### src/rtl/fp32_normalize_pack_pkg.sv
// Shared FP32 constants, flag bit positions and the 48-bit leading-zero counter
// used by the normalize/pack pipeline and the adder path.
package fp32_pkg;

   localparam int          EXP_BIAS = 127;
   localparam int          EXP_MAX  = 255;
   localparam logic [31:0] QNAN     = 32'h7FC00000;
   localparam logic [30:0] INF_MAG  = 31'h7F800000;

   localparam int FLG_OVF = 2;
   localparam int FLG_UNF = 1;
   localparam int FLG_INX = 0;

   // Highest set bit wins because the scan runs upward; 48 means no bit set.
   function automatic logic [5:0] lzc48(input logic [47:0] m);
      logic [5:0] cnt;
      cnt = 6'd48;
      for (int i = 0; i < 48; i++) begin
         if (m[i]) cnt = 6'(47 - i);
      end
      return cnt;
   endfunction

endpackage

### src/rtl/fp32_normalize_pack_if.sv
// Valid/ready bundle between the PE core, the normalizer and the drain path.
interface fp32_normalize_pack_if;

   logic        in_valid;
   logic        in_ready;
   logic        in_sign;
   logic [9:0]  in_exp;
   logic [47:0] in_mant;
   logic        in_nan;
   logic        in_inf;
   logic        out_valid;
   logic        out_ready;
   logic [31:0] out_data;
   logic [2:0]  out_flags;

   modport master (
      output in_valid, in_sign, in_exp, in_mant, in_nan, in_inf, out_ready,
      input  in_ready, out_valid, out_data, out_flags
   );

   modport slave (
      input  in_valid, in_sign, in_exp, in_mant, in_nan, in_inf, out_ready,
      output in_ready, out_valid, out_data, out_flags
   );

endinterface

### src/rtl/fp32_normalize_pack_round.sv
// Combinational round-to-nearest-even and special-case mux for a normalized
// mantissa (leading one already at the implicit position, dropped here).
module fp32_round_pack
   import fp32_pkg::*;
(
   input  logic        i_sign,
   input  logic [10:0] i_exp,
   input  logic [46:0] i_mant,
   input  logic        i_nan,
   input  logic        i_inf,
   input  logic        i_zero,
   output logic [31:0] o_data,
   output logic [2:0]  o_flags
);

   logic [22:0]        w_frac;
   logic               w_guard;
   logic               w_sticky;
   logic               w_roundUp;
   logic [23:0]        w_sum;
   logic signed [10:0] w_exp;

   assign w_frac    = i_mant[46:24];
   assign w_guard   = i_mant[23];
   assign w_sticky  = |i_mant[22:0];
   assign w_roundUp = w_guard & (w_sticky | w_frac[0]);
   assign w_sum     = {1'b0, w_frac} + {23'd0, w_roundUp};
   // A fraction carry leaves w_sum[22:0] at zero, so only the exponent moves.
   assign w_exp     = $signed(i_exp + {10'd0, w_sum[23]});

   always_comb begin
      o_data  = '0;
      o_flags = '0;
      if (i_nan) begin
         o_data = QNAN;
      end else if (i_inf) begin
         o_data = {i_sign, INF_MAG};
      end else if (i_zero) begin
         o_data = {i_sign, 31'd0};
      end else if (w_exp >= $signed(11'(EXP_MAX))) begin
         o_data           = {i_sign, INF_MAG};
         o_flags[FLG_OVF] = 1'b1;
         o_flags[FLG_INX] = 1'b1;
      end else if (w_exp <= 11'sd0) begin
         o_data           = {i_sign, 31'd0};
         o_flags[FLG_UNF] = 1'b1;
         o_flags[FLG_INX] = 1'b1;
      end else begin
         o_data           = {i_sign, w_exp[7:0], w_sum[22:0]};
         o_flags[FLG_INX] = w_guard | w_sticky;
      end
   end

endmodule

### src/rtl/fp32_normalize_pack.sv
// Three-stage FP32 post-normalizer: detect leading zeros, shift, round/pack.
// Each stage carries a valid bit and loads when empty or draining.
module fp32_normalize_pack
   import fp32_pkg::*;
(
   input  logic                        clk,
   input  logic                        rst_n,
   fp32_normalize_pack_if.slave        i_bus
);

   logic        r_v1, r_v2, r_v3;
   logic        w_adv1, w_adv2, w_adv3;
   logic        w_inReady, w_accept;

   logic        r_sign1, r_nan1, r_inf1;
   logic [9:0]  r_exp1;
   logic [47:0] r_mant1;
   logic [5:0]  w_lz;

   logic        r_sign2, r_nan2, r_inf2, r_zero2;
   logic [10:0] r_exp2;
   logic [46:0] r_mant2;
   logic [47:0] w_shift;
   logic [10:0] w_exp2;

   logic [31:0] r_data, w_data;
   logic [2:0]  r_flags, w_flags;

   assign w_adv3    = r_v3 & i_bus.out_ready;
   assign w_adv2    = r_v2 & (~r_v3 | w_adv3);
   assign w_adv1    = r_v1 & (~r_v2 | w_adv2);
   assign w_inReady = ~r_v1 | w_adv1;
   assign w_accept  = i_bus.in_valid & w_inReady;

   assign i_bus.in_ready  = w_inReady;
   assign i_bus.out_valid = r_v3;
   assign i_bus.out_data  = r_data;
   assign i_bus.out_flags = r_flags;

   always_ff @(posedge clk or negedge rst_n) begin
      if (!rst_n) begin
         r_v1 <= 1'b0;
         r_v2 <= 1'b0;
         r_v3 <= 1'b0;
      end else begin
         r_v1 <= w_accept | (r_v1 & ~w_adv1);
         r_v2 <= w_adv1   | (r_v2 & ~w_adv2);
         r_v3 <= w_adv2   | (r_v3 & ~w_adv3);
      end
   end

   always_ff @(posedge clk) begin
      if (w_accept) begin
         r_sign1 <= i_bus.in_sign;
         r_exp1  <= i_bus.in_exp;
         r_mant1 <= i_bus.in_mant;
         r_nan1  <= i_bus.in_nan;
         r_inf1  <= i_bus.in_inf;
      end
   end

   assign w_lz    = lzc48(r_mant1);
   assign w_shift = r_mant1 << w_lz;
   assign w_exp2  = {r_exp1[9], r_exp1} + 11'd1 - {5'd0, w_lz};

   // A zero magnitude is the only case where no one reaches bit 47.
   always_ff @(posedge clk) begin
      if (w_adv1) begin
         r_sign2 <= r_sign1;
         r_nan2  <= r_nan1;
         r_inf2  <= r_inf1;
         r_zero2 <= ~w_shift[47];
         r_exp2  <= w_exp2;
         r_mant2 <= w_shift[46:0];
      end
   end

   fp32_round_pack u_roundPack (
      .i_sign  (r_sign2),
      .i_exp   (r_exp2),
      .i_mant  (r_mant2),
      .i_nan   (r_nan2),
      .i_inf   (r_inf2),
      .i_zero  (r_zero2),
      .o_data  (w_data),
      .o_flags (w_flags)
   );

   always_ff @(posedge clk or negedge rst_n) begin
      if (!rst_n) begin
         r_data  <= '0;
         r_flags <= '0;
      end else if (w_adv2) begin
         r_data  <= w_data;
         r_flags <= w_flags;
      end
   end

endmodule

### src/flat_wrapper.sv
// flat-port wrapper written by rule: the top's interface ports become plain ports
module fp32_normalize_pack_flat import fp32_pkg::*;
  (clk, rst_n, i_bus_in_valid, i_bus_in_sign, i_bus_in_exp, i_bus_in_mant, i_bus_in_nan, i_bus_in_inf, i_bus_out_ready, i_bus_in_ready, i_bus_out_valid, i_bus_out_data, i_bus_out_flags);
  fp32_normalize_pack_if i_bus_i ();
  input  logic clk;
  input  logic rst_n;
  input wire logic [$bits(i_bus_i.in_valid)-1:0] i_bus_in_valid;
  input wire logic [$bits(i_bus_i.in_sign)-1:0] i_bus_in_sign;
  input wire logic [$bits(i_bus_i.in_exp)-1:0] i_bus_in_exp;
  input wire logic [$bits(i_bus_i.in_mant)-1:0] i_bus_in_mant;
  input wire logic [$bits(i_bus_i.in_nan)-1:0] i_bus_in_nan;
  input wire logic [$bits(i_bus_i.in_inf)-1:0] i_bus_in_inf;
  input wire logic [$bits(i_bus_i.out_ready)-1:0] i_bus_out_ready;
  output wire logic [$bits(i_bus_i.in_ready)-1:0] i_bus_in_ready;
  output wire logic [$bits(i_bus_i.out_valid)-1:0] i_bus_out_valid;
  output wire logic [$bits(i_bus_i.out_data)-1:0] i_bus_out_data;
  output wire logic [$bits(i_bus_i.out_flags)-1:0] i_bus_out_flags;
  assign i_bus_i.in_valid = i_bus_in_valid;
  assign i_bus_i.in_sign = i_bus_in_sign;
  assign i_bus_i.in_exp = i_bus_in_exp;
  assign i_bus_i.in_mant = i_bus_in_mant;
  assign i_bus_i.in_nan = i_bus_in_nan;
  assign i_bus_i.in_inf = i_bus_in_inf;
  assign i_bus_i.out_ready = i_bus_out_ready;
  assign i_bus_in_ready = i_bus_i.in_ready;
  assign i_bus_out_valid = i_bus_i.out_valid;
  assign i_bus_out_data = i_bus_i.out_data;
  assign i_bus_out_flags = i_bus_i.out_flags;
  fp32_normalize_pack u_core (.clk(clk), .rst_n(rst_n), .i_bus(i_bus_i));
endmodule
### config.mk
export PLATFORM = sky130hd
export DESIGN_NAME = fp32_normalize_pack_flat
export DESIGN_NICKNAME = d
export VERILOG_FILES = /design/src/rtl/fp32_normalize_pack_pkg.sv /design/src/rtl/fp32_normalize_pack_if.sv /design/src/rtl/fp32_normalize_pack_round.sv /design/src/rtl/fp32_normalize_pack.sv /design/src/flat_wrapper.sv
export SDC_FILE = /design/constraint.sdc
export NUM_CORES = 1
export LEC_CHECK = 0
export BUFFER_PORTS_ARGS = -buffer_cell sky130_fd_sc_hd__buf_2
export CAP_MARGIN = 10
export CELL_PAD_IN_SITES_DETAIL_PLACEMENT = 0
export CELL_PAD_IN_SITES_GLOBAL_PLACEMENT = 1
export CORE_AREA = 2 2 107 186
export DETAILED_ROUTE_END_ITERATION = 8
export DIE_AREA = 0 0 109 188
export PLACE_DENSITY = 0.95
export SLEW_MARGIN = 15
export SYNTH_ARGS = -nofsm -noshare
export SYNTH_HDL_FRONTEND = slang
export SYNTH_SLANG_ARGS = --single-unit
### constraint.sdc
create_clock -name clk -period 9.4 [get_ports clk]
set_clock_uncertainty 0.05 [all_clocks]
set_input_delay 0.94 -clock clk [delete_from_list [all_inputs] [get_ports clk]]
set_output_delay 0.94 -clock clk [all_outputs]
set_load 0.03 [all_outputs]
After elaboration in Yosys (flattened, before gate mapping)

Index checks and enable logic that the tools add are counted.

Logic and storage cells: 108
Input bits: 65
Flip-flop bits (word level): 161
Output and inout bits: 37

Bitwise logic cells: 23
Shift-type cells: 1
Reduce and logical (&&, ||, !) cells: 1
Order comparisons: 2
$add $sub $neg: 4
Multiplexer cells: 61

Operator list:

| kind                  | number |
|---|---|
| $mux 6                | 32 |
| $mux 31               | 4 |
| $mux 5                | 16 |
| $shl 48x6->48         | 1 |
| $mux 32               | 1 |
| $add 23x1->24         | 1 |
| $reduce_or 23->1      | 1 |
| $add 10x2->11 const B | 1 |
| $add 11x1->11         | 1 |
| $ge 11x9->1 const B   | 1 |
| $le 11x1->1 const B   | 1 |
| $sub 11x6->11         | 1 |
| $mux 3                | 3 |
| $and 1x1->1           | 8 |
| $or 1x1->1            | 8 |
| $not 1->1             | 7 |
| $mux 1                | 5 |

Depth between registers and ports, before layout

Gate-level depths: netlist of run 1.

Depth in word-level cells: 50
Mapped depth: 23
Depth with buffers taken out: 22

Cells and area by module

Synthesis of run 1 repeated with hierarchy kept, for this count alone.

Cells, all modules: 985
Area total of the unflattened synthesis: 10127.2 µm²

Modules (own cells, without submodules):

| module              | area each (µm²) | cells an instance | instances | seq. area each (µm²) |
|---|---|---|---|---|
| fp32_normalize_pack | 9092.5          | 819               | 1         | 4644.5 |
| fp32_round_pack     | 1034.7          | 166               | 1         | 0.0 |

Worst setup path before layout of run 1

No wires, ideal clock.

Kind: reg-to-reg
From: register u_core.r_mant2[16]
To: register u_core.r_data[28], in the netlist u_core.i_bus.out_data[28]
Clock period less this slack: 4264 ps
Data required time: 9231 ps
Slack: 5136 ps
Arrival time: 4095 ps
Path buffers: 1
Setup time: 119 ps
Stages on the path, launching flop included: 24
Cell sequence: edfxtp_1 > nor4_1 > nand4_1 > o31a_1 > ha_1 > nand3_1 > nor2_1 > and3_1 > and3_1 > nand2_1 > nor4_1 > ha_1 > ha_1 > clkbuf_1 > nand3_1 > xnor2_1 > nand4_1 > o21ai_0 > a211oi_1 > or3_1 > nor2_1 > nor4_1 > o21ai_0 > o21a_1

Word-level cells in the longest chain between the ends: 11
Elaborated cells on any way between the ends: 12
Classes of those cells: 2 x add/sub; 2 x order compare; 5 x mux; 2 x bitwise; 1 x reduce/logical

Ends and longest elaborated chain:

| what                     | RTL line                        | RTL |
|---|---|---|
| start: declaration       | fp32_normalize_pack.sv:22       | `logic [46:0] r_mant2;` |
| start signal: assignment | fp32_normalize_pack.sv:74       | `r_mant2 <= w_shift[46:0];` |
| $reduce_or 23->1 *       | fp32_normalize_pack_round.sv:25 | `assign w_sticky = \|i_mant[22:0];` |
| $or 1x1->1 *             | fp32_normalize_pack_round.sv:26 | `assign w_roundUp = w_guard & (w_sticky \| w_frac[0]);` |
| $and 1x1->1 *            | fp32_normalize_pack_round.sv:26 |  |
| $add 23x1->24 *          | fp32_normalize_pack_round.sv:27 | `assign w_sum = {1'b0, w_frac} + {23'd0, w_roundUp};` |
| $add 11x1->11 *          | fp32_normalize_pack_round.sv:29 | `assign w_exp = $signed(i_exp + {10'd0, w_sum[23]});` |
| $le 11x1->1              | fp32_normalize_pack_round.sv:44 | `end else if (w_exp <= 11'sd0) begin` |
| $mux 31                  | fp32_normalize_pack_round.sv:44 |  |
| $mux 31 *                | fp32_normalize_pack_round.sv:40 | `end else if (w_exp >= $signed(11'(EXP_MAX))) begin` |
| $mux 31 *                | fp32_normalize_pack_round.sv:38 | `end else if (i_zero) begin` |
| $mux 31 *                | fp32_normalize_pack_round.sv:36 | `end else if (i_inf) begin` |
| $mux 32 *                | fp32_normalize_pack_round.sv:34 | `if (i_nan) begin` |
| end signal: assignment   | fp32_normalize_pack.sv:94       | `r_data <= w_data;` |
| end: declaration         | fp32_normalize_pack.sv:26       | `logic [31:0] r_data, w_data;` |

Every way passes the cells marked *; elsewhere a longest branch is shown, timed or not.
A chain may end at the register's enable or synchronous reset.

Worst setup path in the final report of run 1

From: register u_core.r_mant1[26]
To: register u_core.r_exp2[9] (data pin)

Word-level cells in the longest chain between the ends: 23

Ends and longest elaborated chain:

| what                       | RTL line                      | RTL |
|---|---|---|
| start: declaration         | fp32_normalize_pack.sv:17     | `logic [47:0] r_mant1;` |
| start signal: assignment   | fp32_normalize_pack.sv:56     | `r_mant1 <= i_bus.in_mant;` |
| $mux 6 (22 in series)      | fp32_normalize_pack_pkg.sv:19 | `if (m[i]) cnt = 6'(47 - i);` |
| $sub 11x6->11              | fp32_normalize_pack.sv:64     | `assign w_exp2 = {r_exp1[9], r_exp1} + 11'd1 - {5'd0, w_lz};` |
| named net u_core.w_exp2[9] | fp32_normalize_pack.sv:24     | `logic [10:0] w_exp2;` |
| end signal: assignment     | fp32_normalize_pack.sv:73     | `r_exp2 <= w_exp2;` |
| end: declaration           | fp32_normalize_pack.sv:21     | `logic [10:0] r_exp2;` |

The timed path passes the listed nets, and every way through them passes these cells.

==> impl_metrics.json, run 1 <==
{
  "synthMuxAreaShare": 0.116,
  "fmax_mhz": 194,
  "cts_setup_buffers": 0,
  "die_h_microns": 188,
  "initial_core_util": 0.501,
  "cts.clk_slew.worst_paths_ns": 0.07,
  "clkSinkCount": 161,
  "antenna_found_initial": 0,
  "synth_fa_ha_area_frac": 0.0270,
  "status": "completed",
  "cts-root-buf": "clkbuf_16",
  "hp-class": "flop to flop",
  "start_kind": "flop",
  "hold_viol_final": 0,
  "yosysMostFrequentCell": "edfxtp_1",
  "tightestPinTransition_ns": 1.03,
  "place_hpwl_microns": 18500,
  "finalSetupViolCount": 0,
  "grt_pass1_vias": 7362,
  "h-tree-depth": 4,
  "cp_max_fo": 26,
  "power_density_nw_per_um2": 182,
  "dieArea_sq_um": 20500,
  "avgSynthCellArea_sq_um": 10.4,
  "io_buffer_count": 101,
  "ys_ff_latch": 161,
  "nets": 1096,
  "cts_resized": 0,
  "path_class": "flop to flop",
  "yosysSeqAreaShare": 0.487,
  "ctsLongestPathBuffers": 2,
  "drt-total-wl_microns": 24200,
  "yosys_warnings": 0,
  "synth_compound_area_frac": 0.155,
  "worstSetupEndpointType": "flop",
  "slew_viol_final": 0,
  "ctsHoldBuffers": 0,
  "synth_top_family_by_area": "compound AO/OA/AOI/OAI gates",
  "synth_edf_count": 123,
  "vdd_drop_max_mv": 0.111,
  "synth_cells": 921,
  "arrival_ns": 5.30,
  "async_flop_share": 0.236,
  "period_share": 0.549,
  "slew-limit-headroom": 0.307,
  "drv_cap": 0,
  "ant_nets": 0,
  "drc": 0,
  "ys_types": 68,
  "fin_setup_tns_ns": 0,
  "routedWlPerCell_microns": 19.1,
  "ioPinCount": 102,
  "synth_top_cell_area_share": 0.387,
  "grt_max_degree": 63,
  "final_cells": 1265,
  "drive_gt1_frac": 0.193,
  "drt_iter0_drc": 467,
  "cts_tree": "built",
  "die_x_microns": 109,
  "gr-usage-all-layers": 0.243,
  "viasPerCell": 6.03,
  "register_area_sq_um": 4640,
  "insertion_delay_ns": 0.43,
  "grt_overflow_total": 0,
  "dr_total_vias": 7630,
  "synth_common_cells": "edfxtp_1 (123), nand2_1 (110), nor2_1 (86)",
  "synth_xor_area_frac": 0.0321,
  "n_fill_cell": 1666,
  "yosysTopAreaCell": "edfxtp_1",
  "grt_pass1_wl_microns": 38100,
  "rsz0062_at_grt": "no",
  "core_sq_um": 19000,
  "multiInputGateArea_sq_um": 4570,
  "rows": 67,
  "p_leak_nw": 4.43,
  "synthSimpleGateAreaFrac": 0.147,
  "synth_area_sq_um": 9540,
  "diodes": 0,
  "worstPathRequired_ns": 9.53,
  "synthTopCellsByArea": "edfxtp_1 (39%), dfrtp_1 (10%), mux2i_1 (7.6%)",
  "gp_congestion": 1.01,
  "placedCellCount": 1233,
  "dominantRegCellSynth": "edfxtp_1",
  "areaGrowthSynthToFinish_pct": 13.7,
  "tritoncts.num_buffers": 17,
  "syn_nets": 1006,
  "fin_crit_ns": 5.17,
  "firstDrtPassIters": 5
}
[layout make-up]
type / instances / area share
timing repair buffer: 112 / 0.0542
clock buffer: 20 / 0.0445
tap: 241 / 0.0278
clock inverter: 12 / 0.00981
inverter: 40 / 0.0141
sequential: 161 / 0.428
multi-input combinational: 679 / 0.421
[sequential cells by signal, indices dropped and copies added (netlist names)]
| signal | flops |
|---|---|
| u_core.r_sign1 | 1 |
| u_core.r_v1 | 1 |
| u_core.r_v2 | 1 |
| u_core.i_bus.out_flags | 3 |
| u_core.r_inf2 | 1 |
| u_core.r_nan2 | 1 |
| u_core.i_bus.out_valid | 1 |
| u_core.r_zero2 | 1 |
| u_core.r_mant2 | 47 |
| u_core.r_exp1 | 10 |
| u_core.r_inf1 | 1 |
| u_core.i_bus.out_data | 32 |
| u_core.r_exp2 | 11 |
| u_core.r_mant1 | 48 |
| u_core.r_sign2 | 1 |
| u_core.r_nan1 | 1 |
[critical path, cell delays in order, from the launching register on]
cell	delay, ns
edfxtp_1	0.46
nor4_1	0.45
o311a_1	0.25
nand3_1	0.38
o211ai_1	0.40
nand2_2	0.46
inv_2	0.48
ha_1	0.31
inv_1	0.06
ha_1	0.16
inv_1	0.06
fa_1	0.39
inv_1	0.07
a21oi_1	0.05
o21bai_1	0.21
a21oi_1	0.11
o21bai_1	0.20
a21o_1	0.16
a21oi_1	0.08
xnor2_1	0.12
[final timing paths]
kind | from | end | slack (ns) | cells after the start
setup / recovery | u_core.r_mant1[26] | u_core.r_exp2[9] | 4.23 | 19
hold / removal | u_core.r_nan1 | u_core.r_nan2 | 0.37 | 0
setup reg to reg | u_core.r_mant1[26] | u_core.r_exp2[9] | 4.23 | 19
hold reg to reg | u_core.r_nan1 | u_core.r_nan2 | 0.37 | 0
max in group asynchronous | rst_n | u_core.i_bus.out_data[12] | 8.25 | 1
min in group asynchronous | rst_n | u_core.i_bus.out_data[25] | 0.53 | 1
[cell families after synthesis]
| logic type | Yosys count |
|---|---|
| AO/OA/AOI/OAI | 213 |
| flip-flops | 161 |
| multiplexers | 104 |
| AND/OR/NAND/NOR | 307 |
| buffers and inverters | 81 |
| XOR/XNOR | 35 |
| adder cells (fa/ha/maj) | 20 |
[placed cells by master (no fill, tap or decap), types with 6 or more instances in the layout]
cell type  count
mux2_2        27
nand2b_1       6
o2111ai_1     12
mux2i_1       72
a21oi_1       34
o221ai_1      10
a31oi_1        7
xnor2_1       19
nand3_1       24
a211oi_1       7
nand2_1      110
inv_6          6
nor2_1        85
clkbuf_16     19
dfrtp_1       38
o22ai_1       19
buf_2        101
o21bai_1       7
ha_1          19
a21o_1         6
o211a_1       10
and3_1         6
o21ai_0       54
buf_4         11
edfxtp_1     123
inv_1         37
xor2_1        16
nor4_1        18
nor3_1        15
nand4_1        7
[routing by layer]
metal / track usage / routed length [microns]
met1: 0.260 / 8950
met2: 0.440 / 13000
met3: 0.0358 / 989
met4: 0.142 / 1240
met5: 0 / 0
[where the power goes]
part | internal (W) | switching (W)
Sequential | 0.000857 | 0.0000561
Clock | 0.000383 | 0.000305
Combinational | 0.000142 | 0.000234
Total | 0.00138 | 0.000595
[stage by stage]
stage | total power [W] | cell area, sq um | hold slack (ns) | setup slack, ns | utilization
3_5_place_dp | 0.00130 | 10300 | 0.360 | 4.36 | 0.539
2_1_floorplan | 0.00118 | 9540 | 0.350 | 5.14 | -
6_report | 0.00198 | 10800 | 0.373 | 4.23 | 0.570
3_3_place_gp | 0.00129 | 10300 | 0.358 | 4.46 | 0.539
4_1_cts | 0.00199 | 10800 | 0.374 | 4.29 | 0.570
5_1_grt | 0.00205 | 10800 | 0.379 | 3.66 | 0.570
Note: power is estimated with default switching activity, not from simulation.
==> run 2, diff against run 1 <==
CORE_AREA = 2 2 111 194   (was 2 2 107 186)
DIE_AREA = 0 0 113 196   (was 0 0 109 188)
PLACE_DENSITY = 0.91   (was 0.95)
clock period = 4.78 ns   (was 9.4 ns; I/O delays follow)
==> impl_metrics.json, run 2 (synthesized netlist as in run 1, its figures left out) <==
{
  "fmax_mhz": 221,
  "cpPeakStageDelay_ns": 0.36,
  "core_sq_um": 20700,
  "cp_max_fo": 22,
  "drc": 8,
  "worstSetupEndpointType": "flop",
  "cts_tree": "built",
  "reg2reg_slack_ns": 0.25,
  "slew-limit-headroom": 0.378,
  "ctsHoldBuffers": 0,
  "r2r-end": "u_core.i_bus.out_data[4]",
  "rows": 70,
  "die_h_microns": 196,
  "hold_ws_ns": 0.0763,
  "mostFrequentLayoutCells": "edfxtp_1 (123), nand2_1 (110), buf_2 (101)",
  "initial_core_util": 0.462,
  "finalSetupViolCount": 0,
  "drv_cap": 0,
  "place_area_sq_um": 10400,
  "worstRegToRegCells": 20,
  "critPathSlowestCell": "edfxtp_1",
  "cts.clk_slew.worst_paths_ns": 0.06,
  "h-tree-depth": 4,
  "ctsLongestPathBuffers": 2,
  "grt_pass1_vias": 7550,
  "worstPathRequired_ns": 5.03,
  "viasPerCell": 5.93,
  "gr-usage-all-layers": 0.224,
  "violations": "design-rule violations",
  "die_x_microns": 113,
  "gp_congestion": 0.980,
  "cts_resized": 1,
  "ioPinCount": 102,
  "antenna_found_initial": 0,
  "drt-total-wl_microns": 24500,
  "drive_gt1_frac": 0.211,
  "diodes": 0,
  "dr_total_vias": 7669,
  "firstDrtPassIters": 9,
  "areaGrowthSynthToFinish_pct": 15.7,
  "io_buffer_count": 101,
  "ant_nets": 0,
  "place_hpwl_microns": 18700,
  "grt_pass1_wl_microns": 38800,
  "path_class": "flop to flop",
  "hp-class": "input port to async pin",
  "p_leak_nw": 4.51,
  "cts_setup_buffers": 0,
  "fin_area_sq_um": 11000,
  "insertion_delay_ns": 0.44,
  "start_kind": "flop",
  "vdd_drop_max_mv": 0.289,
  "largest_reg_flops": 48,
  "layout_commonest_cell": "edfxtp_1",
  "grt_max_degree": 63,
  "cp_cell_sequence": "nor4_1, nand4_1, o31a_1, ha_1, nand3_1, nor2_2, and3_1, and3_1, nand2_1, nor4_2, ha_2, ha_2, or3_1, a21oi_1, a31oi_1, nor2_1, nor2_1, o21ai_0, or2_2, o21ai_0",
  "dieArea_sq_um": 22100,
  "tightestPinTransition_ns": 0.931,
  "top_register": "u_core.r_mant1",
  "arrival_ns": 4.78,
  "drt_iter0_drc": 598,
  "nets": 1113,
  "period_share": 0.947,
  "grt_overflow_total": 0,
  "fin_crit_ns": 4.53,
  "cts-root-buf": "clkbuf_16",
  "slew_viol_final": 0,
  "r2r_start": "u_core.r_mant2[16]",
  "tritoncts.num_buffers": 17,
  "routedWlPerCell_microns": 19.0,
  "hold_viol_final": 0,
  "power_density_nw_per_um2": 358,
  "status": "complete, but fails checks",
  "clkSinkCount": 161
}
[run 2: per-layer routing]
metal,wire (microns),up-vias,share of wire,GRT usage
li1,-,3680,-,-
met1,8930,3619,0.36,0.234
met3,990,83,0.040,0.0340
met4,1280,0,0.052,0.130
met5,0,-,0,0
met2,13300,287,0.54,0.418
[run 2: metrics by stage]
step | setup TNS, ns | power, W | setup WS (ns) | utilization | cells
final | 0 | 0.00395 | 0.252 | 0.534 | 1293
after global routing | -0.225 | 0.00412 | -0.0565 | 0.534 | 1293
after CTS | 0 | 0.00396 | 0.0747 | 0.533 | 1293
after detailed placement | -0.299 | 0.00256 | -0.164 | 0.503 | 1261
after global placement | 0 | 0.00255 | 0.0705 | 0.503 | 1261
after floorplan | 0 | 0.00231 | 0.516 | - | 921
[run 2: final cells by class]
cell class	count	area [sq um]
Fill cell	1872	9630
Sequential cell	161	4640
Multi-Input combinational cell	679	4590
Timing Repair Buffer	129	728
Clock buffer	17	425
Tap cell	252	315
Clock inverter	15	181
Inverter	40	153
[run 2: worst max path at each step]
| stage | startpoint | end |
|---|---|---|
| floorplan | u_core.r_mant2[16] | u_core.i_bus.out_data[28] |
| global placement | u_core.r_mant2[1] | u_core.i_bus.out_data[28] |
| detailed placement | u_core.r_mant2[16] | u_core.i_bus.out_data[29] |
| CTS | u_core.r_mant2[16] | u_core.i_bus.out_data[29] |
| global route | u_core.r_mant2[14] | u_core.i_bus.out_data[29] |
| finish | u_core.r_mant2[16] | u_core.i_bus.out_data[4] |
[run 2: critical path, delay by kind of cell, from the launching register on]
kind / cells / cell delay, ns
fa+ha+maj: 3 / 0.63
compound gates: 5 / 0.93
flops: 1 / 0.36
simple gates: 12 / 2.41
[run 2: where the power goes]
group          switching [W]  leakage [nW]  total, W  internal, W
Clock               0.000569         0.290   0.00140     0.000827
Sequential          0.000111          1.67   0.00180      0.00169
Combinational       0.000468          2.55  0.000761     0.000293
Total                0.00115          4.51   0.00395      0.00281
